===== config.mk =====
export PLATFORM = sky130hd
export DESIGN_NAME = acondicionador_botones
export DESIGN_NICKNAME = d
export VERILOG_FILES = /design/src/rtl/acondicionador_botones.sv
export SDC_FILE = /design/constraint.sdc
export NUM_CORES = 1
export LEC_CHECK = 0
export BUFFER_PORTS_ARGS = -buffer_cell sky130_fd_sc_hd__buf_2
export CELL_PAD_IN_SITES_DETAIL_PLACEMENT = 0
export CELL_PAD_IN_SITES_GLOBAL_PLACEMENT = 1
export CORE_MARGIN = 3
export CORE_UTILIZATION = 45
export DETAILED_ROUTE_END_ITERATION = 12
export PLACE_DENSITY_LB_ADDON = 0.1
export SLEW_MARGIN = 0
export SYNTH_ARGS = -nofsm -noshare
export SYNTH_HDL_FRONTEND = slang
export SYNTH_SLANG_ARGS = --single-unit

===== constraint.sdc =====
create_clock -name clk -period 1.9 [get_ports clk]
set_input_delay 0.095 -clock clk [delete_from_list [all_inputs] [get_ports clk]]
set_output_delay 0.095 -clock clk [all_outputs]
set_load 0.02 [all_outputs]

===== src/rtl/acondicionador_botones.sv =====
// -----------------------------------------------------------------------------
// acondicionador_botones
//
// Conditions raw pushbuttons for the pet state machine. Each channel is
// synchronised, debounced, and turned into clean events:
//   - pulso: one cycle when a press is accepted
//   - largo: one cycle once a press has been held long enough
//   - nivel: the debounced pressed level
// The channels are identical and do not interact.
//
// Parameters:
//   N_BOTONES     number of channels (bit 0 = Comida, bit 1 = Medicina)
//   CICLOS_REBOTE consecutive stable cycles needed to accept a change (>=1)
//   CICLOS_LARGO  held cycles before largo fires (>=1)
//   ACTIVO_BAJO   1 = raw pin reads 0 when pressed
//
// Ports:
//   clk        in   system clock, rising edge
//   reset      in   synchronous, active-high reset
//   boton_raw  in   [N_BOTONES] asynchronous raw button pins
//   pulso      out  [N_BOTONES] one-cycle press pulse
//   largo      out  [N_BOTONES] one-cycle long-press pulse
//   nivel      out  [N_BOTONES] debounced pressed state (1 = pressed)
// -----------------------------------------------------------------------------
module acondicionador_botones #(
  parameter int N_BOTONES     = 2,
  parameter int CICLOS_REBOTE = 16,
  parameter int CICLOS_LARGO  = 256,
  parameter int ACTIVO_BAJO   = 1
) (
  input  logic                 clk,
  input  logic                 reset,
  input  logic [N_BOTONES-1:0] boton_raw,
  output logic [N_BOTONES-1:0] pulso,
  output logic [N_BOTONES-1:0] largo,
  output logic [N_BOTONES-1:0] nivel
);

  localparam int W_REB = $clog2(CICLOS_REBOTE + 1);
  localparam int W_LAR = $clog2(CICLOS_LARGO + 1);

  // Counter values compared against. The debounce counter never stores
  // CICLOS_REBOTE itself: the level is accepted on the edge where it would.
  localparam logic [W_REB-1:0] REB_ULTIMO = W_REB'(CICLOS_REBOTE - 1);
  localparam logic [W_LAR-1:0] LAR_ULTIMO = W_LAR'(CICLOS_LARGO - 1);
  localparam logic [W_LAR-1:0] LAR_MAX    = W_LAR'(CICLOS_LARGO);

  // Logical pressed state of every raw pin, before synchronisation.
  logic [N_BOTONES-1:0] pulsado;
  assign pulsado = (ACTIVO_BAJO != 0) ? ~boton_raw : boton_raw;

  genvar gi;
  generate
    for (gi = 0; gi < N_BOTONES; gi++) begin : g_canal
      logic             s1_reg;
      logic             s2_reg;
      logic             nivel_reg;
      logic             pulso_reg;
      logic             largo_reg;
      logic [W_REB-1:0] rebote_reg;
      logic [W_LAR-1:0] sostenido_reg;
      logic             acepta;

      // The synchronised input has disagreed with the accepted level for
      // CICLOS_REBOTE consecutive edges, counting this one.
      assign acepta = (s2_reg != nivel_reg) && (rebote_reg == REB_ULTIMO);

      always_ff @(posedge clk) begin
        if (reset) begin
          s1_reg        <= 1'b0;
          s2_reg        <= 1'b0;
          nivel_reg     <= 1'b0;
          pulso_reg     <= 1'b0;
          largo_reg     <= 1'b0;
          rebote_reg    <= '0;
          sostenido_reg <= '0;
        end else begin
          // Two-flop synchroniser.
          s1_reg <= pulsado[gi];
          s2_reg <= s1_reg;

          // Debounce: any cycle of agreement restarts the count, so a short
          // glitch never changes the accepted level.
          if (s2_reg == nivel_reg) begin
            rebote_reg <= '0;
          end else if (acepta) begin
            rebote_reg <= '0;
            nivel_reg  <= s2_reg;
          end else begin
            rebote_reg <= rebote_reg + W_REB'(1);
          end

          // Press pulse lands together with the rising debounced level.
          pulso_reg <= acepta && s2_reg;

          // Hold counter saturates, so largo fires only once per press.
          if (!nivel_reg) begin
            sostenido_reg <= '0;
          end else if (sostenido_reg != LAR_MAX) begin
            sostenido_reg <= sostenido_reg + W_LAR'(1);
          end

          largo_reg <= nivel_reg && (sostenido_reg == LAR_ULTIMO);
        end
      end

      assign pulso[gi] = pulso_reg;
      assign largo[gi] = largo_reg;
      assign nivel[gi] = nivel_reg;
    end
  endgenerate

endmodule


==> results of run 1 <==
## worst max-delay path, stage by stage (launching register included)
cell	delay, ps
dfxtp_1	330
ha_1	220
and3_1	180
ha_1	210
or3_1	460
nor2_1	130
## per-stage QoR
| stage | utilization | worst slack, ps |
|---|---|---|
| global route | 0.521 | 166 |
| global placement | 0.492 | 365 |
| detailed placement | 0.492 | 287 |
| floorplan | - | 423 |
| finish | 0.521 | 304 |
| CTS | 0.521 | 275 |
## final cells by class
cell class | count | area share
Inverter | 13 | 0.0272
Clock inverter | 1 | 0.00418
Timing Repair Buffer | 11 | 0.0363
Multi-Input combinational cell | 117 | 0.436
Sequential cell | 38 | 0.424
Tap cell | 46 | 0.0321
Clock buffer | 6 | 0.0404
## layer usage
| layer | vias to the layer above | global-route usage | part of all wire | routed length, um |
|---|---|---|---|---|
| met5 | - | 0 | 0 | 0 |
| met4 | 0 | 0.0838 | 0.024 | 61 |
| met3 | 7 | 0.0354 | 0.035 | 90 |
| met2 | 14 | 0.200 | 0.45 | 1170 |
| met1 | 563 | 0.170 | 0.49 | 1260 |
| li1 | 612 | - | - | - |
## cells in the final DEF (no fill, tap or decap)
cell           netlist  layout
xnor2_1              4       4
nor2_1              20      20
xor2_1               6       6
dlygate4sd3_1        0       2
o21ai_0              6       6
a2111oi_0            1       1
inv_1               13      13
buf_2                1       9
a31o_2               1       1
mux2i_1              4       4
nand4_1              3       3
or3_1                7       7
clkbuf_8             0       5
and2_1               2       2
and2b_1              1       1
clkinvlp_4           0       1
nor4bb_4             1       1
nor3_1               2       2
a211o_1              1       1
nand3_1             12      12
nor4b_1              2       2
nor4bb_1             1       1
ha_1                10      10
and3_1               2       2
dfxtp_1             38      38
nand2_1             10      10
nor2b_1              2       2
o211ai_1             1       1
or4_1                2       2
clkbuf_1             1       1
nand4bb_1            1       1
nor4_2               1       1
and2b_2              1       1
a21oi_1             10      10
nand2b_1             2       2
and4bb_2             1       1
## where the power goes
part	leakage, nW	internal (mW)	switching (mW)
clock	0.0373	0.251	0.263
sequential	0.307	0.801	0.00289
combinational	0.304	0.0100	0.00758
## logic make-up (layout without fill, tap and decap cells)
family | count (synthesis) | in the layout | share of synthesized area
mux | 4 | 4 | 0.0242
compound gates | 20 | 20 | 0.0687
buf+inv | 22 | 31 | 0.0687
fa+ha+maj | 10 | 10 | 0.0755
simple gates | 73 | 73 | 0.251
flops | 38 | 38 | 0.459
xor+xnor | 10 | 10 | 0.0529
## worst max path at each step
stage                                   startpoint                        to  slack, ps  cells past startpoint
final                     g_canal[0].rebote_reg[0]  g_canal[0].rebote_reg[3]        300                      5
after global routing      g_canal[1].rebote_reg[0]  g_canal[1].rebote_reg[0]        170                      5
after CTS                 g_canal[0].rebote_reg[0]  g_canal[0].rebote_reg[3]        270                      5
after detailed placement  g_canal[0].rebote_reg[0]  g_canal[0].rebote_reg[3]        290                      5
after global placement    g_canal[1].rebote_reg[0]  g_canal[1].rebote_reg[3]        360                      5
after floorplan           g_canal[0].rebote_reg[0]  g_canal[0].rebote_reg[2]        420                      5
==> qor.csv, run 1 <==
stage,metric,value,unit
route,drtIter0Drc,47,
min_path,hold_path_depth,2,
min_path,hold_class,input port to flop,
layout,fillers,327,
timing,whs,103,ps
placed_design,dp_hpwl,1870,um
yosys,syn_area,1660,um^2
floorplan,dieArea,4450,um^2
min_path,holdCritStartpoint,reset,
power_and_ir_drop,irDropWorstVdd,0.402,mV
floorplan,initial_utilization,0.481,
timing,finalClockSkew,3.78,ps
job,drv_cap,0,
timing,hold_viol_final,0,
global_route,grt_pass1_wl,4470,um
clock_network,root_buffer,clkbuf_8,
timing,min_period,1600,ps
critical_path,cp_data_required_time,2120,ps
global_route,grt_overflow,0,
critical_path,worstSetupStartpointType,flop,
yosys,ys_seq_area_frac,0.459,
timing,fin_tns_setup,0,ps
clock_network,cts_tree,built,
layout,seq_area,761,um^2
yosys,syn-instance-count,177,
route,via_count,1196,
yosys,synth_area_per_cell,9.36,um^2
clock_network,clock_path_buffers,2,
layout,largest_reg_flops,18,
yosys,yosysMostFrequentCell,dfxtp_1,
floorplan,ios,10,
layout,drive_gt1_frac,0.108,
timing,setup_viol,0,
placed_design,port_buffers,9,
route,ant_nets,0,
placed_design,place_congestion,0.729,
yosys,synth.top_cell.area_share,0.459,
clock_network,cts_hold_buf,2,
yosys,synth-seq-cells,38,
floorplan,die_w,66.7,um
floorplan,core_area,3440,um^2
global_route,antenna_found_initial,0,
critical_path,reg2reg_slack,300,ps
critical_path,worst-path-max-fanout,5,
critical_path,cp-end-kind,flop,
route,viasPerCell,5.16,
yosys,synth_area_leaders,"dfxtp_1, ha_1, nor2_1",
global_route,grt_max_degree,15,
layout,num_antenna_cells,0,
run_status,outcome,finished clean,
layout,multiInputGateArea,782,um^2
route,firstDrtPassIters,4,
yosys,syn_nets,191,
timing,slew_violations,0,
clock_network,cts_setup_buffers,0,
critical_path,rr_worst_depth,5,
min_path,holdPathEnd,g_canal[0].s1_reg,
floorplan,die_h,66.7,um
route,wl_per_cell,11.1,um
global_route,grt_pass1_vias,1030,
yosys,synth-edff-count,0,
clock_network,clk_latency,290,ps
timing,fmax,0.627,GHz
layout,syn2layout_area_growth,8.31,%
clock_network,htreeDepth,2,
yosys,yosysTopAreaCell,dfxtp_1,
route,wl,2590,um
yosys,yosys_warnings,0,
floorplan,rows,21,
clock_network,post_cts_resized,0,
timing,tightest_slew,440,ps
clock_network,cts_sinks,38,
clock_network,clk_pin_slew,70,ps
layout,nets,200,
critical_path,critical_path_class,flop to flop,
layout,layout.cells.non_filler,232,
power_and_ir_drop,powerDensity,745,nW/um^2
yosys,synth_ff_type,dfxtp_1,
route,drc_errors,0,
power_and_ir_drop,finalPower,1.34,mW
placed_design,place_inst,223,
yosys,ys_top_cells_by_count,"dfxtp_1, nor2_1, inv_1",
critical_path,cp_data_arrival_time,1820,ps
layout,final_area,1790,um^2
clock_network,cts_buffers,5,
yosys,synthArstFlopShare,0,
timing,grt_setup_unrepaired,no,
timing,post-route-period-util,0.840,
placed_design,place_area,1690,um^2
global_route,grtUsageTotal,0.134,
critical_path,worstReg2RegStart,g_canal[0].rebote_reg[0],
power_and_ir_drop,p_leak,0.648,nW
timing,relSlewSlack,0.704,
yosys,synth_cell_types,35,
critical_path,r2r_end,g_canal[0].rebote_reg[3],
(Power assumes the default switching activity.)
==> inputs of run 2 (changes only) <==
==> constraint.sdc (replaced) <==
create_clock -name clk -period 1.5 [get_ports clk]
set_input_delay 0.075 -clock clk [delete_from_list [all_inputs] [get_ports clk]]
set_output_delay 0.075 -clock clk [all_outputs]
set_load 0.02 [all_outputs]
==> run 2 against run 1 <==
  * Non-clock buffer count is 9 higher
  * Sequential power is 27% higher
  * Combinational power is 65% higher
  * Worst setup slack worse by 220 ps
  * Utilization is 3.9 points higher
  * Flip-flop and latch count stayed put
  * Clock-buffer cell count is 1 higher
  * Critical path depth stayed put
  * Cell count is 4.3% higher
==> qor.csv, run 2 (same netlist as run 1, synthesis figures left out) <==
stage,metric,value,unit,change
run_status,outcome,finished clean,,unchanged
clock_network,root_buffer,clkbuf_8,,unchanged
clock_network,cts_buffers,5,,unchanged
layout,layout.cells.non_filler,242,,was 232
critical_path,crit_end,g_canal[0].rebote_reg[4],,was g_canal[0].rebote_reg[3]
critical_path,r2r_end,g_canal[0].rebote_reg[4],,was g_canal[0].rebote_reg[3]
critical_path,worstReg2RegStart,g_canal[0].rebote_reg[0],,unchanged
layout,layout_common_cells,"dfxtp_1, nor2_1, inv_1",,unchanged
clock_network,clk_latency,290,ps,about the same
timing,grt_setup_unrepaired,yes,,was no
power_and_ir_drop,irDropWorstVdd,0.435,mV,was 0.402 mV
clock_network,clk_pin_slew,70,ps,about the same
route,wl,2780,um,was 2590 um
critical_path,cp_data_required_time,1730,ps,was 2120 ps
timing,slew_violations,0,,unchanged
placed_design,place_congestion,0.745,,was 0.729
layout,final_util,0.560,,was 0.521
layout,largest_reg_flops,18,,unchanged
clock_network,clock_path_buffers,2,,unchanged
route,viasPerCell,5.16,,about the same
floorplan,core_area,3440,um^2,unchanged
placed_design,port_buffers,9,,unchanged
timing,setup_viol,0,,unchanged
job,drv_cap,0,,unchanged
placed_design,place_area,1760,um^2,was 1690 um^2
global_route,grt_max_degree,14,,was 15
timing,post-route-period-util,0.946,,was 0.840
global_route,grt_pass1_vias,1178,,"was 1,030"
timing,hold_viol_final,0,,unchanged
clock_network,cts_tree,built,,unchanged
global_route,antenna_found_initial,0,,unchanged
timing,min_period,1420,ps,was 1600 ps
timing,fin_tns_setup,0,ps,unchanged
layout,final_area,1930,um^2,was 1790 um^2
floorplan,die_h,66.7,um,unchanged
timing,fmax,0.705,GHz,was 0.627 GHz
critical_path,crit_start,g_canal[0].rebote_reg[0],,unchanged
min_path,hold_class,input port to flop,,unchanged
layout,drive_gt1_frac,0.204,,was 0.108
route,ant_nets,0,,unchanged
critical_path,cp_data_arrival_time,1640,ps,was 1820 ps
critical_path,worstSetupStartpointType,flop,,unchanged
global_route,grt_pass1_wl,4830,um,was 4470 um
floorplan,die_w,66.7,um,unchanged
timing,finalClockSkew,2.35,ps,was 3.78 ps
clock_network,htreeDepth,2,,unchanged
critical_path,reg2reg_slack,80,ps,was 300 ps
floorplan,dieArea,4450,um^2,unchanged
critical_path,cp-end-kind,flop,,unchanged
floorplan,initial_utilization,0.481,,unchanged
clock_network,cts_sinks,38,,unchanged
layout,syn2layout_area_growth,16.3,%,was 8.31%
route,drtIter0Drc,71,,was 47
layout,num_antenna_cells,0,,unchanged
power_and_ir_drop,powerDensity,981,nW/um^2,was 745 nW/um^2
layout,final_common_cell,dfxtp_1,,unchanged
timing,fin_ws,81.5,ps,was 304 ps
placed_design,place_inst,232,,was 223
route,firstDrtPassIters,4,,unchanged
route,wl_per_cell,11.5,um,was 11.1 um
clock_network,cts_setup_buffers,0,,unchanged
route,via_count,1248,,"was 1,196"
placed_design,dp_hpwl,2040,um,was 1870 um
critical_path,rr_worst_depth,5,,unchanged
timing,tightest_slew,409,ps,was 440 ps
layout,nets,209,,was 200
power_and_ir_drop,p_leak,0.708,nW,was 0.648 nW
critical_path,critical_path_class,flop to flop,,unchanged
timing,relSlewSlack,0.723,,was 0.704
global_route,grtUsageTotal,0.144,,was 0.134
placed_design,dpl_worst_slack,-29.6,ps,was 287 ps
floorplan,ios,10,,unchanged
layout,fillers,315,,was 327
route,drc_errors,0,,unchanged
critical_path,worst-path-max-fanout,5,,unchanged
floorplan,rows,21,,unchanged
global_route,grt_overflow,0,,unchanged
-- run 2: layout make-up --
cell class                 instances  area, um^2  share of cell area
clock buffer                       7        76.3              0.0396
clock inverter                     1        30.0              0.0156
inverter                          13        48.8              0.0253
multi-input combinational        117         820               0.425
sequential                        38         762               0.395
tap                               46        57.6              0.0299
timing repair buffer              20         133              0.0688
-- run 2: critical path, cell delays in order, from the launching register on --
cell     delay (ps)
dfxtp_1         320
ha_2            190
and3_1          180
ha_2            170
or3_4           400
nor2_1          100
-- run 2: worst min-delay path by stage --
stage	startpoint	to	slack [ps]	cells after the start
after floorplan	boton_raw[0]	g_canal[0].s1_reg	150	1
after global placement	boton_raw[1]	g_canal[1].s1_reg	230	2
after detailed placement	boton_raw[0]	g_canal[0].s1_reg	240	2
after CTS	reset	g_canal[0].s1_reg	130	3
after global routing	reset	g_canal[0].s2_reg	150	3
final	reset	g_canal[0].s1_reg	140	3
-- run 2: metrics by stage --
stage               total power [mW]  hold WS (ps)
CTS                             1.92           126
global route                    1.96           151
detailed placement              1.07           237
floorplan                       1.05           147
finish                          1.89           136
global placement                1.06           230
-- run 2: power breakdown --
part / internal (mW) / total [mW] / switching [mW]
registers: 1.02 / 1.02 / 0.00330
clock network: 0.497 / 0.843 / 0.346
logic: 0.0174 / 0.0291 / 0.0117
total: 1.53 / 1.89 / 0.361
-- run 2: timing repair --
action,CTS,global route
endpoints found under the setup margin,10,14
endpoints found under the hold margin,2,0
hold buffers,2,0
gates resized for setup,2,10
pin swaps,0,2
-- run 2: routing by layer --
layer | GRT usage | vias to the layer above | wire length, um
li1 | - | 633 | -
met1 | 0.169 | 582 | 1290
met2 | 0.220 | 26 | 1280
met3 | 0.0523 | 7 | 158
met4 | 0.0914 | 0 | 48
met5 | 0 | - | 0
